==> config.mk <==
export PLATFORM = sky130hd
export DESIGN_NAME = cp0_unit
export DESIGN_NICKNAME = d
export VERILOG_FILES = /design/src/rtl/cp0_unit.sv
export SDC_FILE = /design/constraint.sdc
export NUM_CORES = 1
export LEC_CHECK = 0
export ABC_AREA = 1
export BUFFER_PORTS_ARGS = -buffer_cell sky130_fd_sc_hd__buf_2
export CAP_MARGIN = 20
export CORE_MARGIN = 3
export CORE_UTILIZATION = 52
export CTS_CLUSTER_SIZE = 20
export DETAILED_ROUTE_END_ITERATION = 16
export GPL_TIMING_DRIVEN = 0
export PLACE_DENSITY = 0.86
export SYNTH_ARGS = -nofsm -noshare
export SYNTH_HDL_FRONTEND = slang
export SYNTH_SLANG_ARGS = --single-unit
==> constraint.sdc <==
create_clock -name clk -period 4.2 [get_ports clk]
set_clock_uncertainty 0.1 [all_clocks]
set_input_delay 1.26 -clock clk [delete_from_list [all_inputs] [get_ports clk]]
set_output_delay 1.26 -clock clk [all_outputs]
set_load 0.1 [all_outputs]
==> src/rtl/cp0_unit.sv <==
// cp0_unit: MIPS coprocessor 0 holding SR (12), Cause (13) and EPC (14).
// It decides each cycle whether the M-stage instruction is replaced by an
// exception or interrupt entry, and services mtc0 / mfc0 / eret at M.
module cp0_unit (
    input  logic        clk,
    input  logic        reset,
    input  logic        en,
    input  logic [4:0]  cp0_addr,
    input  logic [31:0] cp0_in,
    output logic [31:0] cp0_out,
    input  logic [31:0] vpc,
    input  logic        bd_in,
    input  logic [4:0]  exc_code_in,
    input  logic [5:0]  hw_int,
    input  logic        exl_clr,
    output logic [31:0] epc_out,
    output logic        req
);

    localparam logic [4:0] ADDR_SR    = 5'd12;
    localparam logic [4:0] ADDR_CAUSE = 5'd13;
    localparam logic [4:0] ADDR_EPC   = 5'd14;

    // SR storage bits
    logic [5:0]  im_reg,  im_next;
    logic        exl_reg, exl_next;
    logic        ie_reg,  ie_next;
    // Cause storage bits
    logic        bd_reg,  bd_next;
    logic [5:0]  ip_reg,  ip_next;
    logic [4:0]  exc_code_reg, exc_code_next;
    // EPC
    logic [31:0] epc_reg, epc_next;

    logic [5:0]  pending;
    logic        int_req;
    logic        exc_req;
    logic        sr_wr;
    logic        epc_wr;
    logic [31:0] victim_pc;
    logic [31:0] entry_epc;
    logic [31:0] sr_value;
    logic [31:0] cause_value;

    // Per-line qualification of the external interrupt inputs by the IM mask
    genvar gi;
    generate
        for (gi = 0; gi < 6; gi = gi + 1) begin : g_pending
            assign pending[gi] = hw_int[gi] & im_reg[gi];
        end
    endgenerate

    // Entry decision: interrupts only when enabled and not already in a
    // handler; exceptions whenever a code is pending outside a handler.
    always_comb begin
        int_req = ie_reg & ~exl_reg & (|pending);
        exc_req = (exc_code_in != 5'd0) & ~exl_reg;
        req     = int_req | exc_req;
    end

    // EPC target: the victim's word address, backed up one instruction when
    // the victim sits in a delay slot so the branch is re-executed.
    always_comb begin
        victim_pc = {vpc[31:2], 2'b00};
        entry_epc = bd_in ? (victim_pc - 32'd4) : victim_pc;
    end

    // Architectural views of SR and Cause; unimplemented bits read zero
    always_comb begin
        sr_value    = {16'h0000, im_reg, 8'h00, exl_reg, ie_reg};
        cause_value = {bd_reg, 15'h0000, ip_reg, 3'b000, exc_code_reg, 2'b00};
    end

    // mfc0 read mux from current register state (no same-cycle bypass)
    always_comb begin
        case (cp0_addr)
            ADDR_SR:    cp0_out = sr_value;
            ADDR_CAUSE: cp0_out = cause_value;
            ADDR_EPC:   cp0_out = epc_reg;
            default:    cp0_out = 32'h0000_0000;
        endcase
        epc_out = epc_reg;
    end

    // Software write decode; Cause is read-only so it has no write strobe
    always_comb begin
        sr_wr  = en & (cp0_addr == ADDR_SR);
        epc_wr = en & (cp0_addr == ADDR_EPC);
    end

    // Next-state: entry beats eret beats mtc0; an mtc0 in an entry cycle
    // belongs to the instruction being cancelled and is dropped entirely.
    always_comb begin
        im_next       = im_reg;
        exl_next      = exl_reg;
        ie_next       = ie_reg;
        bd_next       = bd_reg;
        ip_next       = hw_int;
        exc_code_next = exc_code_reg;
        epc_next      = epc_reg;
        if (req) begin
            exl_next      = 1'b1;
            bd_next       = bd_in;
            exc_code_next = int_req ? 5'd0 : exc_code_in;
            epc_next      = entry_epc;
        end else begin
            if (sr_wr) begin
                im_next  = cp0_in[15:10];
                exl_next = cp0_in[1];
                ie_next  = cp0_in[0];
            end
            if (exl_clr) begin
                exl_next = 1'b0;
            end
            if (epc_wr) begin
                epc_next = cp0_in;
            end
        end
    end

    // State registers with synchronous reset taking precedence over entry
    always_ff @(posedge clk) begin
        if (reset) begin
            im_reg       <= 6'd0;
            exl_reg      <= 1'b0;
            ie_reg       <= 1'b0;
            bd_reg       <= 1'b0;
            ip_reg       <= 6'd0;
            exc_code_reg <= 5'd0;
            epc_reg      <= 32'd0;
        end else begin
            im_reg       <= im_next;
            exl_reg      <= exl_next;
            ie_reg       <= ie_next;
            bd_reg       <= bd_next;
            ip_reg       <= ip_next;
            exc_code_reg <= exc_code_next;
            epc_reg      <= epc_next;
        end
    end

endmodule

==> results.sh <==
export IMPL_die_area_mm2=0.007828
export IMPL_synthCells=572
export IMPL_min_delay_start="epc_out[30]$_SDFFE_PP0P_"
export IMPL_synth_ff_type="dfxtp_1"
export IMPL_cp_end_kind="primary output"
export IMPL_max_freq_mhz=241.9
export IMPL_clk_pin_slew_ns=0.10
export IMPL_ios=150
export IMPL_cts_tree="yes"
export IMPL_cts_htree_levels=2
export IMPL_finalCriticalPeriod_ns=4.134
export IMPL_grt_setup_unrepaired="false"
export IMPL_tightest_slew_ns=0.6428
export IMPL_firstDrtPassIters=5
export IMPL_grt_util_met1=0.3784
export IMPL_synth_top_cell_area_share=0.2943
export IMPL_worstPathCellList="buf_2 -> nand2_1 -> nor2_2 -> nand2_4 -> clkbuf_2 -> o22ai_2 -> buf_2"
export IMPL_period_share=0.9843
export IMPL_cap_viol_max_count=0
export IMPL_grt_ovfl_total=0
export IMPL_crit_top_cell="buf_2"
export IMPL_cts_sinks=52
export IMPL_drtIter0Drc=226
export IMPL_synth_async_reset_ratio=0
export IMPL_grt_util_all_layers=0.3092
export IMPL_die_w_um=88.48
export IMPL_powerDensity_mw_per_mm2=309.2
export IMPL_grt_pass1_wl_um=18940
export IMPL_syn_nets=658
export IMPL_ys_top_cells_by_count="nand2_1, nor2_1, inv_1"
export IMPL_stdcell_count=804
export IMPL_drt_total_wl_um=12070
export IMPL_worstSetupStartpoint="cp0_addr[2]"
export IMPL_yosysWarnings=0
export IMPL_avgSynthCellArea_um2=6.184
export IMPL_irDropWorstVdd_mv=0.2164
export IMPL_yosysTopAreaCell="dfxtp_1"
export IMPL_status="completed"
export IMPL_crit_required_ns=2.84
export IMPL_syn_area_mm2=0.003537
export IMPL_critPathMaxFanout=10
export IMPL_largest_register_ffs=32
export IMPL_finalSetupViolCount=0
export IMPL_grt_pass1_vias=4133
export IMPL_slew_viol_final=0
export IMPL_seq_area_frac_synth=0.2943
export IMPL_dp_hpwl_um=9764
export IMPL_rows=29
export IMPL_clock_latency_ns=0.31
export IMPL_crit_type="in2out"
export IMPL_synth_area_leaders="dfxtp_1, nand2_1, nor2_1"
export IMPL_slew_limit_headroom=0.5682
export IMPL_coreArea_mm2=0.006459
export IMPL_synth_most_common_cell="nand2_1"
export IMPL_viasPerCell=5.378
export IMPL_ant_nets=0
export IMPL_yosysUniqueCellTypes=36
export IMPL_dpl_cell_count=796
export IMPL_finalWeightedCongestion=0.9283
export IMPL_diodes=0
export IMPL_path_delay_family="buffers and inverters"
export IMPL_min_path_type="reg2reg"
export IMPL_met3_usage=0.04004
export IMPL_p_leak_nw=2.299
export IMPL_area_growth_pct=30.07
export IMPL_die_h_um=88.48
export IMPL_grt_antenna_before_repair=0
export IMPL_synth_enable_flop_cells=0
export IMPL_vias=4324
export IMPL_tns_ns=0
export IMPL_arrival_ns=2.77
export IMPL_hold_viol_final=0
export IMPL_synth_seq_cells=52
export IMPL_clockBufferDepth=2
export IMPL_cp_num_buf_inv=3
export IMPL_grt_max_degree=17
export IMPL_critical_path_slowest_cell="buf_2"
export IMPL_initial_core_util=0.5477
export IMPL_worst_path_largest_cell_delay_ns=0.45
export IMPL_power_total_mw=1.422
export IMPL_cts_root_buf="clkbuf_8"
export IMPL_cp_start_kind="input port"
export IMPL_utilization=0.7123
export IMPL_final_layout_size_suffix_gt1_frac=0.3136
export IMPL_routedWlPerCell_um=15.01
export IMPL_numPortBuffers=147
export IMPL_nets=812
export IMPL_cts_buffers=5
export IMPL_drc=0
export IMPL_met2_usage=0.5357
export IMPL_busiest_layer="met2"
export IMPL_r2r_start="im_reg[2]$_SDFFE_PP0P_"
-- cell usage in the layout, fill, tap and decap left out, types with 4 or more instances in the layout --
cell type and n:
o21ai_1 10, nand4_1 18, o221ai_2 4, a211oi_1 8, buf_2 151, nor2_1 76
xor2_1 12, a21oi_1 25, clkbuf_8 5, o22ai_2 4, nand2_1 144, inv_1 82
dfxtp_1 52, nor2_2 26, nand3_1 18, nand2_2 4, xnor2_1 5, o21ai_0 35
clkbuf_1 7, nor2_4 4
-- worst register-to-register path, delay by kind of cell (launching register included) --
family / cells / cell delay [ns]
buffers and inverters: 3 / 0.37
AOI/OAI and AO/OA: 2 / 0.33
and+or+nand+nor: 5 / 0.60
DFF: 1 / 0.32
-- what timing repair did --
| item | 4_1_cts | 5_1_grt |
|---|---|---|
| setup endpoints to repair | 6 | 15 |
| setup buffers | 0 | 0 |
| resized for setup | 2 | 7 |
| endpoints found under the hold margin | 0 | 0 |
| hold buffers | 0 | 0 |
-- final cells by class --
type / instances / area [um2]
multi-input combinational: 412 / 2135
fill: 590 / 1858
sequential: 52 / 1041
timing repair buffer: 147 / 740.7
inverter: 87 / 331.6
buffer: 21 / 145.1
tap: 77 / 96.34
clock buffer: 6 / 72.57
clock inverter: 2 / 38.79
-- layer usage --
metal / wire [um] / up-vias
li1: - / 2110
met1: 4866 / 1951
met2: 5777 / 232
met3: 1014 / 31
met4: 409 / 0
met5: 0 / -
-- where the power goes --
| part | total (mW) | internal [mW] | switching [mW] | leakage, nW |
|---|---|---|---|---|
| logic | 0.512 | 0.113 | 0.399 | 1.81 |
| registers | 0.552 | 0.530 | 0.0227 | 0.430 |
| clock network | 0.358 | 0.181 | 0.177 | 0.0558 |
-- worst paths after layout --
path                                       end  slack (ns)  cells after the start
setup / recovery                    cp0_out[2]        0.07                      7
setup reg to reg  exc_code_reg[0]$_SDFFE_PP0N_        2.41                     10
hold / removal        epc_out[30]$_SDFFE_PP0P_        0.38                      2
hold reg to reg       epc_out[30]$_SDFFE_PP0P_        0.38                      2
-- cell families after synthesis --
kind of cell,Yosys count,share of synthesized area
adder cells (fa/ha/maj),1,0.003537
buffers and inverters,108,0.1337
AO/OA/AOI/OAI,92,0.1454
flip-flops,52,0.2943
AND/OR/NAND/NOR,302,0.3810
XOR/XNOR,17,0.04209
-- through the flow --
step	instance area, um2	setup slack [ns]	hold WS (ns)
floorplan	3640	-0.6088	0.3669
global placement	4472	-0.01927	0.3643
detailed placement	4472	-0.07706	0.3719
CTS	4593	0.03797	0.3861
global route	4601	0.01874	0.4111
finish	4601	0.06590	0.3841
Power figures use the tool's default switching activity.
